<file path="config.mk">
export PLATFORM = sky130hd
export DESIGN_NAME = text_cursor_ctrl
export DESIGN_NICKNAME = d
export VERILOG_FILES = /design/src/rtl/text_cursor_ctrl.sv
export SDC_FILE = /design/constraint.sdc
export NUM_CORES = 1
export LEC_CHECK = 0
export CAP_MARGIN = 20
export CORE_AREA = 2 2 94 96
export DETAILED_ROUTE_END_ITERATION = 8
export DIE_AREA = 0 0 96 98
export MAX_ROUTING_LAYER = met4
export PLACE_DENSITY = 0.71
export RECOVER_POWER = 100
export SLEW_MARGIN = 20
export SYNTH_ARGS = -nofsm -noshare
export SYNTH_HDL_FRONTEND = slang
export SYNTH_SLANG_ARGS = --single-unit
</file>
<file path="constraint.sdc">
create_clock -name pixel_clk_in -period 5.4 [get_ports pixel_clk_in]
set_clock_uncertainty 0.15 [all_clocks]
set_input_delay 1.08 -clock pixel_clk_in [delete_from_list [all_inputs] [get_ports pixel_clk_in]]
set_output_delay 1.08 -clock pixel_clk_in [all_outputs]
set_load 0.02 [all_outputs]
</file>
<file path="src/rtl/text_cursor_ctrl.sv">
// Keystroke-to-grid write controller: decodes ASCII keys into cursor moves and
// single-cycle character writes for the text_editor BRAM, plus a full-screen clear.
module text_cursor_ctrl #(
    parameter int          SCREEN_WIDTH  = 76,
    parameter int          SCREEN_HEIGHT = 42,
    parameter logic [7:0]  BLANK_CHAR    = 8'h20,
    localparam int         AW = $clog2(SCREEN_WIDTH * SCREEN_HEIGHT),
    localparam int         XW = $clog2(SCREEN_WIDTH),
    localparam int         YW = $clog2(SCREEN_HEIGHT)
) (
    input  logic          pixel_clk_in,
    input  logic          rst_in,
    input  logic          key_valid_in,
    input  logic [7:0]    key_in,
    output logic          key_ready_out,
    output logic          te_write_en,
    output logic [AW-1:0] te_addr,
    output logic [7:0]    te_input,
    output logic [XW-1:0] cursor_x_out,
    output logic [YW-1:0] cursor_y_out,
    output logic          busy_out
);

    typedef enum logic {IDLE, CLEAR} state_t;

    localparam logic [XW-1:0] X_MAX     = XW'(SCREEN_WIDTH - 1);
    localparam logic [YW-1:0] Y_MAX     = YW'(SCREEN_HEIGHT - 1);
    localparam logic [AW-1:0] ADDR_LAST = AW'(SCREEN_WIDTH * SCREEN_HEIGHT - 1);

    state_t        state_q, state_d;
    logic [XW-1:0] cx_q, cx_d;
    logic [YW-1:0] cy_q, cy_d;
    logic          we_q, we_d;
    logic [AW-1:0] addr_q, addr_d;
    logic [7:0]    data_q, data_d;
    logic          ready_q, ready_d;
    logic          busy_q, busy_d;
    logic [AW-1:0] cur_addr;
    logic          accept;

    assign cur_addr = AW'(cy_q) * AW'(SCREEN_WIDTH) + AW'(cx_q);
    assign accept   = key_valid_in && ready_q;

    always_comb begin
        state_d = state_q;
        cx_d    = cx_q;
        cy_d    = cy_q;
        we_d    = 1'b0;
        addr_d  = addr_q;
        data_d  = data_q;
        ready_d = ready_q;
        busy_d  = busy_q;
        case (state_q)
            IDLE: begin
                ready_d = 1'b1;
                busy_d  = 1'b0;
                if (accept) begin
                    if (key_in >= 8'h20 && key_in <= 8'h7E) begin
                        we_d   = 1'b1;
                        addr_d = cur_addr;
                        data_d = key_in;
                        if (cx_q == X_MAX) begin
                            cx_d = '0;
                            cy_d = (cy_q == Y_MAX) ? '0 : cy_q + 1'b1;
                        end else begin
                            cx_d = cx_q + 1'b1;
                        end
                    end else begin
                        case (key_in)
                            8'h08: begin
                                // Row-major layout makes the previous cell simply cur_addr-1.
                                if (cx_q != '0 || cy_q != '0) begin
                                    we_d   = 1'b1;
                                    addr_d = cur_addr - 1'b1;
                                    data_d = BLANK_CHAR;
                                    if (cx_q == '0) begin
                                        cx_d = X_MAX;
                                        cy_d = cy_q - 1'b1;
                                    end else begin
                                        cx_d = cx_q - 1'b1;
                                    end
                                end
                            end
                            8'h0D: begin
                                cx_d = '0;
                                cy_d = (cy_q == Y_MAX) ? '0 : cy_q + 1'b1;
                            end
                            8'h11: if (cx_q != '0)   cx_d = cx_q - 1'b1;
                            8'h12: if (cx_q != X_MAX) cx_d = cx_q + 1'b1;
                            8'h13: if (cy_q != '0)   cy_d = cy_q - 1'b1;
                            8'h14: if (cy_q != Y_MAX) cy_d = cy_q + 1'b1;
                            8'h0C: begin
                                state_d = CLEAR;
                                ready_d = 1'b0;
                                busy_d  = 1'b1;
                                we_d    = 1'b1;
                                addr_d  = '0;
                                data_d  = BLANK_CHAR;
                            end
                            default: ;
                        endcase
                    end
                end
            end
            CLEAR: begin
                ready_d = 1'b0;
                busy_d  = 1'b1;
                if (addr_q == ADDR_LAST) begin
                    state_d = IDLE;
                    ready_d = 1'b1;
                    busy_d  = 1'b0;
                    cx_d    = '0;
                    cy_d    = '0;
                end else begin
                    we_d   = 1'b1;
                    addr_d = addr_q + 1'b1;
                    data_d = BLANK_CHAR;
                end
            end
            default: state_d = IDLE;
        endcase
    end

    always_ff @(posedge pixel_clk_in) begin
        if (rst_in) begin
            state_q <= IDLE;
            cx_q    <= '0;
            cy_q    <= '0;
            we_q    <= 1'b0;
            addr_q  <= '0;
            data_q  <= '0;
            ready_q <= 1'b0;
            busy_q  <= 1'b0;
        end else begin
            state_q <= state_d;
            cx_q    <= cx_d;
            cy_q    <= cy_d;
            we_q    <= we_d;
            addr_q  <= addr_d;
            data_q  <= data_d;
            ready_q <= ready_d;
            busy_q  <= busy_d;
        end
    end

    assign key_ready_out = ready_q;
    assign te_write_en   = we_q;
    assign te_addr       = addr_q;
    assign te_input      = data_q;
    assign cursor_x_out  = cx_q;
    assign cursor_y_out  = cy_q;
    assign busy_out      = busy_q;

endmodule
</file>
### After elaboration in Yosys (flattened, before gate mapping)

Cells that the tools add are included.

| cells by class | value |
|---|---|
| $add $sub $neg | 7 |
| $mul | 1 |
| order comparisons | 2 |
| equality and inequality tests | 25 |
| multiplexer cells | 48 |
| bitwise gates (word level) | 1 |
| reductions and logical operators | 9 |

Operators with widths:

| kind | number |
|---|---|
| 7-bit 2-to-1 mux | 8 |
| 6-bit 2-to-1 mux | 9 |
| 12-bit 2-to-1 mux | 4 |
| 12-bit case mux with 2 select lines | 2 |
| 8-bit by 5-bit == test with 1-bit output, second input constant | 4 |
| 8-bit 2-to-1 mux | 4 |
| 8-bit case mux with 2 select lines | 2 |
| 7-bit case mux with 4 select lines | 1 |
| 8-bit by 4-bit == test with 1-bit output, second input constant | 3 |
| 4-bit inequality test, second input constant | 6 |
| 6-bit case mux with 4 select lines | 1 |
| 7-bit case mux with 2 select lines | 1 |
| 12-bit by 1-bit adder with 12-bit output, second input constant | 1 |
| 12-bit by 7-bit adder with 12-bit output | 1 |
| 12-bit == test, second input constant | 1 |
| 6-bit by 2-bit inequality test with 1-bit output, second input constant | 2 |
| 6-bit case mux with 2 select lines | 1 |
| 12-bit by 1-bit subtractor with 12-bit output, second input constant | 1 |
| 1-bit 2-to-1 mux | 11 |
| 6-bit by 5-bit multiplier with 10-bit output, second input constant | 1 |
| 8-bit by 6-bit >= comparator with 1-bit output, second input constant | 1 |
| 8-bit by 7-bit <= comparator with 1-bit output, second input constant | 1 |
| 1-bit case mux with 2 select lines | 4 |
| 8-bit AND reduction | 1 |
| other kinds (20) | 22 |

| storage, ports and cells | value |
|---|---|
| bits in registers | 36 |
| bits of input ports | 11 |
| output and inout port bits | 36 |
| logic and storage cells | 100 |

### Logic depth before layout (Yosys ltp)

Gate-level depths: netlist (run 1).

| depth | value |
|---|---|
| depth after elaboration | 8 |
| gate-level depth with buffers | 14 |
| mapped depth without buffers | 14 |

### Least setup slack after synthesis (run 1)

No wires, ideal clock.

| timing | value |
|---|---|
| path type | register to register |
| start point | register cy_q[2] (netlist: cursor_y_out[2]) |
| end point | register addr_q[11] (netlist: te_addr[11]) |
| arrival | 3.430 ns |
| required time | 5.130 ns |
| path slack | 1.700 ns |
| stages on the path, launching flop included | 15 |
| path buffers | 0 |
| period minus slack after synthesis | 3.700 ns |
| cell sequence | dfxtp_1 > inv_1 > ha_1 > ha_1 > inv_1 > fa_1 > inv_1 > ha_1 > o21ai_0 > o21bai_1 > a21oi_1 > o31a_1 > nor4_1 > a311oi_1 > a211o_1 |

| on the way | value |
|---|---|
| cells in the longest elaborated chain, start to end | 8 |
| elaborated cells between the ends (all ways) | 12 |

RTL lines:

| element | line | source |
|---|---|---|
| from (decl) | 32 | `logic [YW-1:0] cy_q, cy_d;` |
| from (signal assigned) | 137 | `cy_q <= cy_d;` |
| 6-bit by 5-bit multiplier with 10-bit output | 41 | `assign cur_addr = AW'(cy_q) * AW'(SCREEN_WIDTH) + AW'(cx_q);` |
| 12-bit by 7-bit adder with 12-bit output | 41 |  |
| 12-bit by 1-bit subtractor with 12-bit output | 74 | `addr_d = cur_addr - 1'b1;` |
| 12-bit 2-to-1 mux | 72 | `if (cx_q != '0 \|\| cy_q != '0) begin` |
| 12-bit case mux with 2 select lines | 69 | `case (key_in)` |
| 12-bit 2-to-1 mux | 58 | `if (key_in >= 8'h20 && key_in <= 8'h7E) begin` |
| 12-bit 2-to-1 mux | 57 | `if (accept) begin` |
| 12-bit case mux with 2 select lines | 53 | `case (state_q)` |
| to (signal assigned) | 139 | `addr_q <= addr_d;` |
| to (decl) | 34 | `logic [AW-1:0] addr_q, addr_d;` |

Parallel ways exist; a longest one is shown, timed or not. The select of a mux whose other input is x is not followed.
A chain may end at the register's enable or synchronous reset.

### Worst setup path in the final report (run 1)

| timing | value |
|---|---|
| start point | input key_in[2] |
| end point | register addr_q[11] (netlist: te_addr[11]) |

| on the way | value |
|---|---|
| cells in the longest elaborated chain, start to end | 5 |
| elaborated cells between the ends (all ways) | 12 |

RTL lines:

| element | line | source |
|---|---|---|
| from (decl) | 14 | `input logic [7:0] key_in,` |
| 8-bit by 6-bit >= comparator with 1-bit output, or another cell as far along | 58 |  |
| 1-bit logical AND or 12-bit case mux with 2 select lines (tied branches) | 58, 69 |  |
| 12-bit 2-to-1 mux | 58 |  |
| 12-bit 2-to-1 mux | 57 |  |
| 12-bit case mux with 2 select lines | 53 |  |

Parallel ways exist; a longest one is shown, timed or not. The select of a mux whose other input is x is not followed.

==> results.txt, run 1 <==
The nature of the critical path startpoint is an input port. The endpoint required time on the critical path is 5.50 ns. Detailed placement finished with a half-perimeter wire length of 7370 um. Entering global routing, the biggest net connects 24 pins. Across all register-to-register paths, the minimum setup slack is around 1.5 ns. For this design, the sink count on the clock tree is 36. The setup-violating endpoint count in the final report is 0. The worst register-to-register path begins at cursor_y_out[2].

The first routing iteration left 244 violations. The number of global-route vias before repair is 3569. The worst setup path is of the input port to register kind. The count of placed standard cells including taps is 606. Once the clock tree was built, the resizer swapped 0 gates to a different size. Power spread over the standard cell area amounts to 158 nW/um^2.

The layout has 841 filler cells. The average footprint of a synthesized cell came out at 7.81 um^2. The classification of the worst-slack hold path is register to register. The cell area after synthesis is 3680 um^2. Of the available clock period, the critical path in the final layout requires 0.828. The antenna cell count is 0. The first global-routing pass estimated 16600 um of wire.

The I/O pin count came out at 47. The final critical delay including setup and external delays came out at 4.47 ns. The post-cts hold buffer count is 0. The clock tree from TritonCTS is yes. The number of buffers on the longest clock path came out at 2. The sequential cell area fraction in the yosys report is 0.196.

The starting density of the core came out at 0.434. The number of warnings reported in the yosys synthesis log is 0. The number of antenna violations at the first check in global routing is 0. For the final routed database, the setup TNS stands at 0 ns. In the final layout, the share of cells above drive strength 1 is 0.0553. The number of register bits inferred by synthesis is 36. The cell row count came out at 34. At the pin with the least slew margin, the transition time is 0.998 ns. In the routed design, unresolved DRC markers number 0. Routability-driven placement finished with a final weighted congestion of 0.985. From bottom edge to top edge, the die measures ~98 um.

During placement, the flow inserted port buffers numbering 46. Relative to the synthesized area, the layout overhead comes to 14.9%. The worst setup path is captured at a register. The global router's overall resource usage came out at 0.221. In this run the critical register-to-register path is captured at te_addr[11]. The latest clock arrival within the worst-skew pair is around 0.30 ns. The number of search-and-repair iterations in the first detailed-routing pass came out at 6. The final layout contains routed wiring with a total length of 9970 um. The final antenna-violating net count is 0. The largest fanout on the critical path is 23. The region available for standard cell placement spans 8470 um^2. The flow ran to the end, and the final reports show no timing, DRC or antenna violations. In the routed layout, each cell is associated on average with a via count of 6.20. Setup repair after global routing left no endpoint under its margin. The count of vias placed by the detailed router is roughly 3800.

The die covers between 9000 and 10000 um^2. In this run the clock root is driven by a clkbuf_8. Synthesis instantiated 74 different standard cells from the library. The highest achievable clock rate came out at 0.224 GHz. The finished layout cell area is 4230 um^2.

The wire length per cell came out at 16.2 um. The end of the critical path is te_addr[11]. Counting every instance in the synthesized netlist gives 471. The overall die width came out at approximately 96 um. The number of enable-type register cells in the synthesized netlist is 0. The clock transition time at the flip-flop clock pins of the worst setup and hold paths is 0.08 ns. The final-report max-slew violation count is 0.

Headroom to the max-slew limit came out at 0.335. The analysis attributes to cell leakage a power of 1.84 nW. The total of max-cap violations came out at 0. The CTS H-tree depth is 2. The fraction of synthesis flops using an asynchronous set or reset pin is 0. The depth of the most critical reg-to-reg path is 14. The synthesized netlist net count is 516. The post-placement cell area came out at 4160 um^2.

The count of endpoints failing hold in the final timing report is 0. The peak supply drop came out at 0.0777 mV. The number of post-CTS setup repair buffers came out at 0. The final layout net count came out at 550. The total CTS buffers came out at 5. For the worst setup path, the data arrival time is 4.57 ns. The post-layout instance count excluding filler cells is 614. The remaining global-route overflow is 0. Among all flip-flop cells after synthesis, the most frequent one is dfxtp_1. The origin of the worst setup path is key_in[2].
-- per-layer routing --
| metal | vias to the layer above | track usage | part of all wire |
|---|---|---|---|
| met4 | 0 | 0.0923 | 0.028 |
| met2 | 159 | 0.351 | 0.48 |
| met3 | 26 | 0.0270 | 0.059 |
| met5 | - | - | 0 |
| met1 | 1792 | 0.279 | 0.43 |
| li1 | 1830 | - | - |
-- placed cells by master (no fill, tap or decap), types with 7 or more instances in the layout --
cell              n
ha_1             31
o211ai_1          8
a21oi_1          28
nand2_1          47
xnor2_1          15
o21a_1            8
xor2_1            8
o21ai_0          20
mux2i_1          11
nor2_1           32
a21o_1            7
and3_1           13
nor3_1           26
dlygate4sd3_1    39
dfxtp_1          36
inv_1            19
clkdlybuf4s50_1   7
nand3_1          20
-- cells in the mapped netlist, drive strengths merged, types with 6 or more instances --
cell type  number  share of area
a211o           6          0.014
a21o            7          0.014
a21oi          29          0.040
a22oi           6          0.012
and3           14          0.024
buf            10          0.020
clkbuf         12          0.018
dfxtp          36           0.20
ha             31           0.11
inv            19          0.019
mux2i          11          0.030
nand2          47          0.048
nand3          20          0.027
nor2           32          0.033
nor3           26          0.035
nor4            7          0.016
o211ai          8          0.016
o21a            8          0.016
o21ai          23          0.031
xnor2          15          0.036
xor2            8          0.019
-- report_power, final --
part	internal [mW]	total [mW]	switching [mW]
registers	0.273	0.288	0.0146
logic	0.0757	0.174	0.0987
clock network	0.0902	0.205	0.114
-- per-stage QoR --
step / worst slack [ns] / util / power (mW) / hold WS, ns
6_report: 0.930 / 0.499 / 0.667 / 0.300
5_1_grt: 0.745 / 0.499 / 0.695 / 0.311
4_1_cts: 1.48 / 0.501 / 0.671 / 0.306
3_5_place_dp: 1.28 / 0.491 / 0.471 / 0.295
3_3_place_gp: 1.43 / 0.491 / 0.469 / 0.292
2_1_floorplan: 1.70 / - / 0.421 / 0.379
-- final cells by class --
| class | count | area [um^2] | area share |
|---|---|---|---|
| Tap cell | 108 | 135 | 0.0320 |
| Inverter | 20 | 75.1 | 0.0178 |
| Multi-Input combinational cell | 393 | 2730 | 0.646 |
| Timing Repair Buffer | 49 | 475 | 0.113 |
| Clock inverter | 3 | 18.8 | 0.00444 |
| Sequential cell | 36 | 721 | 0.171 |
| Clock buffer | 5 | 68.8 | 0.0163 |
-- worst min path at each step --
stage / from / to / slack [ns] / cells past startpoint
6_report: te_input[2] / te_input[2] / 0.30 / 2
5_1_grt: te_input[2] / te_input[2] / 0.31 / 2
4_1_cts: te_input[2] / te_input[2] / 0.31 / 2
3_5_place_dp: te_input[2] / te_input[2] / 0.30 / 2
3_3_place_gp: te_input[3] / te_input[3] / 0.29 / 2
2_1_floorplan: te_input[3] / te_input[3] / 0.38 / 2
-- flip-flops by register name, summed over array words and instances, names as in the netlist --
register and flops:
busy_out 1, te_addr 12, key_ready_out 1, cursor_y_out 6, cursor_x_out 7, te_input 8, te_write_en 1
-- critical path, cell delays in order --
cell           delay, ns
dlygate4sd3_1       0.73
and3_1              0.30
a211oi_1            0.23
clkbuf_1            0.40
nor2_1              0.18
a21oi_1             0.19
clkbuf_1            0.73
o21ai_0             0.27
a311oi_1            0.32
a211o_1             0.13
-- cell families (layout without fill, tap and decap cells) --
group                    Yosys count  in the layout  synth area share
buffers and inverters             42             77            0.0582
XOR/XNOR                          23             23            0.0548
adder cells (fa/ha/maj)           34             34             0.122
multiplexers                      15             15            0.0442
AND/OR/NAND/NOR                  189            189             0.274
AO/OA/AOI/OAI                    132            132             0.251
flip-flops                        36             36             0.196
(Power assumes the default switching activity.)
==> run 2: changes to the inputs <==
--- a/config.mk
+++ b/config.mk
@@ -10,7 +10,7 @@
 export DETAILED_ROUTE_END_ITERATION = 8
 export DIE_AREA = 0 0 96 98
 export MAX_ROUTING_LAYER = met4
-export PLACE_DENSITY = 0.71
+export PLACE_DENSITY = 0.73
 export RECOVER_POWER = 100
 export SLEW_MARGIN = 20
 export SYNTH_ARGS = -nofsm -noshare
==> constraint.sdc (replaced) <==
create_clock -name pixel_clk_in -period 3.9 [get_ports pixel_clk_in]
set_clock_uncertainty 0.15 [all_clocks]
set_input_delay 0.78 -clock pixel_clk_in [delete_from_list [all_inputs] [get_ports pixel_clk_in]]
set_output_delay 0.78 -clock pixel_clk_in [all_outputs]
set_load 0.02 [all_outputs]
==> run 2 against run 1 <==
Via count increased by 0.42%. Final cell count is 2.3% higher. Largest power group unchanged. Global-route usage is 1.1 points higher. Largest cell class unchanged. Highest routed layer unchanged. Clock power up 69%. Non-clock buffer count is 14 higher. First-iteration DRC count rose by 7.4%. Critical path depth is the same. Die area unchanged. Sequential share of layout area down 0.58 points.
==> results.txt, run 2 (same netlist as run 1, synthesis figures left out) <==
The flow ran to the end, and the final reports show no timing, DRC or antenna violations. The global router's overall resource usage came out at 0.232. Data on the critical path is required at its endpoint by 4.00 ns. The peak supply drop came out at 0.119 mV. The placeable core region is 8470 um^2.

The congestion estimate from routability-driven global placement came to 0.906. The total CTS buffers came out at 5. The count of nets left with antenna violations once routing finished came out at 0. Leaving out fill and tap cells, the most frequent cell in the layout is nand2_1. The floorplan has 34 rows.

After clock tree synthesis, the setup repair step added 0 buffers. Of the total power, combinational logic draws 0.253. The final-report max-slew violation count was 0. The via density per instance is 6.09.

In this run the power density over the cells is ~230 nW/um^2. For hold timing, the worst endpoint is te_input[4]. In this run the power spent charging and discharging nets is 0.320 mW. The fraction of layout instances using a drive strength above 1 is 0.0904. The TritonCTS sink count is 36.

Setup violations remaining at the end of the flow were counted as 0. The final setup slack of the worst path came out at 0.305 ns. Of the total power, registers draw 0.399.

The worst register-to-register path has a setup slack of 0.31 ns. The count of cells along the worst hold path is 2. The worst slack after detailed placement is 0.113 ns.

The die is 98 um tall. The endpoint of the lowest-slack register-to-register path is te_addr[11]. The count of placed standard cells including taps came out at 620.

The I/O pin count is 47. The post-route setup TNS came out at 0 ns. The H-tree was split into 2 levels. The area of the die came out at 9410 um^2. The source of the worst hold timing path is te_input[4].

The starting density of the core is 0.434. For this run, the number of standard cells in the final layout without fillers is approximately 630. The number of search-and-repair iterations in the first detailed-routing pass came out at 5. The overall power consumption is roughly 1 mW.

Setup repair after global routing left no endpoint under its margin. Measured along the x axis, the die boundary spans ~96 um. The leakage power summed over all cells came out at just under 2 nW. The register with the most flip-flops in the layout has 12 of them. The share of total power dissipated in the clock network is 0.348.

The DRC violation total after the first TritonRoute iteration is 262. The total half-perimeter wirelength after legalization and detailed placement is 7860 um. The worst setup path is captured at a register.

The nature of the critical path startpoint is an input port. The largest fanout on the critical path is 11. For this block, the via count after detailed routing is about 3800. Summed over all layers, the global routing overflow is 0. The startpoint of the worst register-to-register path is cursor_y_out[0]. The cell sitting at the root of the clock tree is a clkbuf_8.

The proportion of total power due to net switching is 0.321. The number of antenna violations at the first check in global routing came out at 0. The tool flagged a number of max-cap violations equal to 0.

At the end of the flow the core is filled with cells to 0.518. The number of global-route vias before repair came out at roughly 3700. The wire length per cell came out at between 15 and 20 um. The depth of the most critical reg-to-reg path is 13. The finished layout cell area is approximately 4400 um^2. In this run the tightest slew margin relative to its limit is 0.430. The count of endpoints failing hold in the final timing report is 0.

The worst hold slack came out at 0.297 ns. Counting I/O delays and the setup requirement, the final critical path takes 3.60 ns. 0 antenna diodes ended up in the layout.

The classification of the worst-slack hold path is register to register. The clock transition time at the flip-flop clock pins of the worst setup and hold paths came out at around 0.08 ns. The later pin in the worst-skew pair is clocked with a latency of about 0.30 ns.

After filler insertion, the fill cell instance count of the layout stands at 800. The pin slew with the least headroom to its limit came out at roughly 0.85 ns. The share of the clock period used by the worst path came out at 0.922. Leaving out fill and tap cells, the most frequent cells in the layout are nand2_1, dlygate4sd3_1, dfxtp_1, nor2_1, ha_1. Data arrives at the worst endpoint at 3.70 ns. The final routed wirelength across all metal layers is 10500 um.

Counting along the longest clock path gives a buffer depth of 2. The class of the most critical setup path is input port to register. The highest achievable clock rate is roughly 0.28 GHz. The final layout net count came out at 564. The internal portion of total power is 0.678 mW. The number of port buffers is 46. Entering global routing, the biggest net connects 30 pins. The first global-routing pass estimated 17300 um of wire. TritonCTS built the clock tree.

The DRC violation count after routing came out at 0. The area growth from synthesis to layout came out at 19.2%. The post-placement cell area is 4260 um^2.
## run 2: cell types whose count changed in the layout (fill, tap and decap cells not counted), sizes merged
cell	before	now
buf	1	15
bufinv	0	1
clkdlybuf4s50	7	9
clkinv	4	2
clkinvlp	0	1
dlygate4sd3	39	37
## run 2: cell type report
class,count,area (um^2),share of cell area
Tap cell,108,135,0.0308
Clock inverter,3,42.5,0.00971
Inverter,20,75.1,0.0171
Sequential cell,36,722,0.165
Timing Repair Buffer,63,582,0.133
Multi-Input combinational cell,393,2760,0.629
Clock buffer,5,68.8,0.0157
## run 2: how the worst max path moves through the flow
stage | startpoint | end | slack, ns | cells after the start
finish | key_in[0] | te_addr[11] | 0.30 | 10
global route | cursor_y_out[2] | te_addr[11] | 0.06 | 14
CTS | cursor_y_out[1] | te_addr[11] | 0.07 | 14
detailed placement | cursor_y_out[1] | te_addr[11] | 0.11 | 14
global placement | cursor_y_out[1] | te_addr[11] | 0.24 | 14
floorplan | cursor_y_out[2] | te_addr[11] | 0.20 | 14
## run 2: routing by layer
| layer | vias up | wire length (um) | GRT usage |
|---|---|---|---|
| li1 | 1853 | - | - |
| met1 | 1819 | 4640 | 0.288 |
| met2 | 124 | 5100 | 0.381 |
| met3 | 27 | 514 | 0.0255 |
| met4 | 0 | 269 | 0.0890 |
| met5 | - | 0 | - |
## run 2: what timing repair did
item | in CTS | in global routing
endpoints found under the hold margin | 0 | 0
gates resized for setup | 0 | 5
hold buffers | 0 | 0
endpoints found under the setup margin | 0 | 3
## run 2: critical path: stages
cell and delay (ns):
dlygate4sd3_1 0.68, and3_1 0.26, a211oi_1 0.24, clkbuf_1 0.46
nor2_1 0.20, a21oi_1 0.24, clkbuf_2 0.26, o21ai_0 0.14
a311oi_1 0.30, a211o_1 0.14
## run 2: power by group through the flow
stage / clock, mW / sequential, mW / combinational, mW
floorplan: 0 / 0.413 / 0.170
global placement: 0 / 0.406 / 0.248
detailed placement: 0 / 0.406 / 0.254
CTS: 0.350 / 0.398 / 0.256
global route: 0.358 / 0.400 / 0.275
finish: 0.347 / 0.398 / 0.253
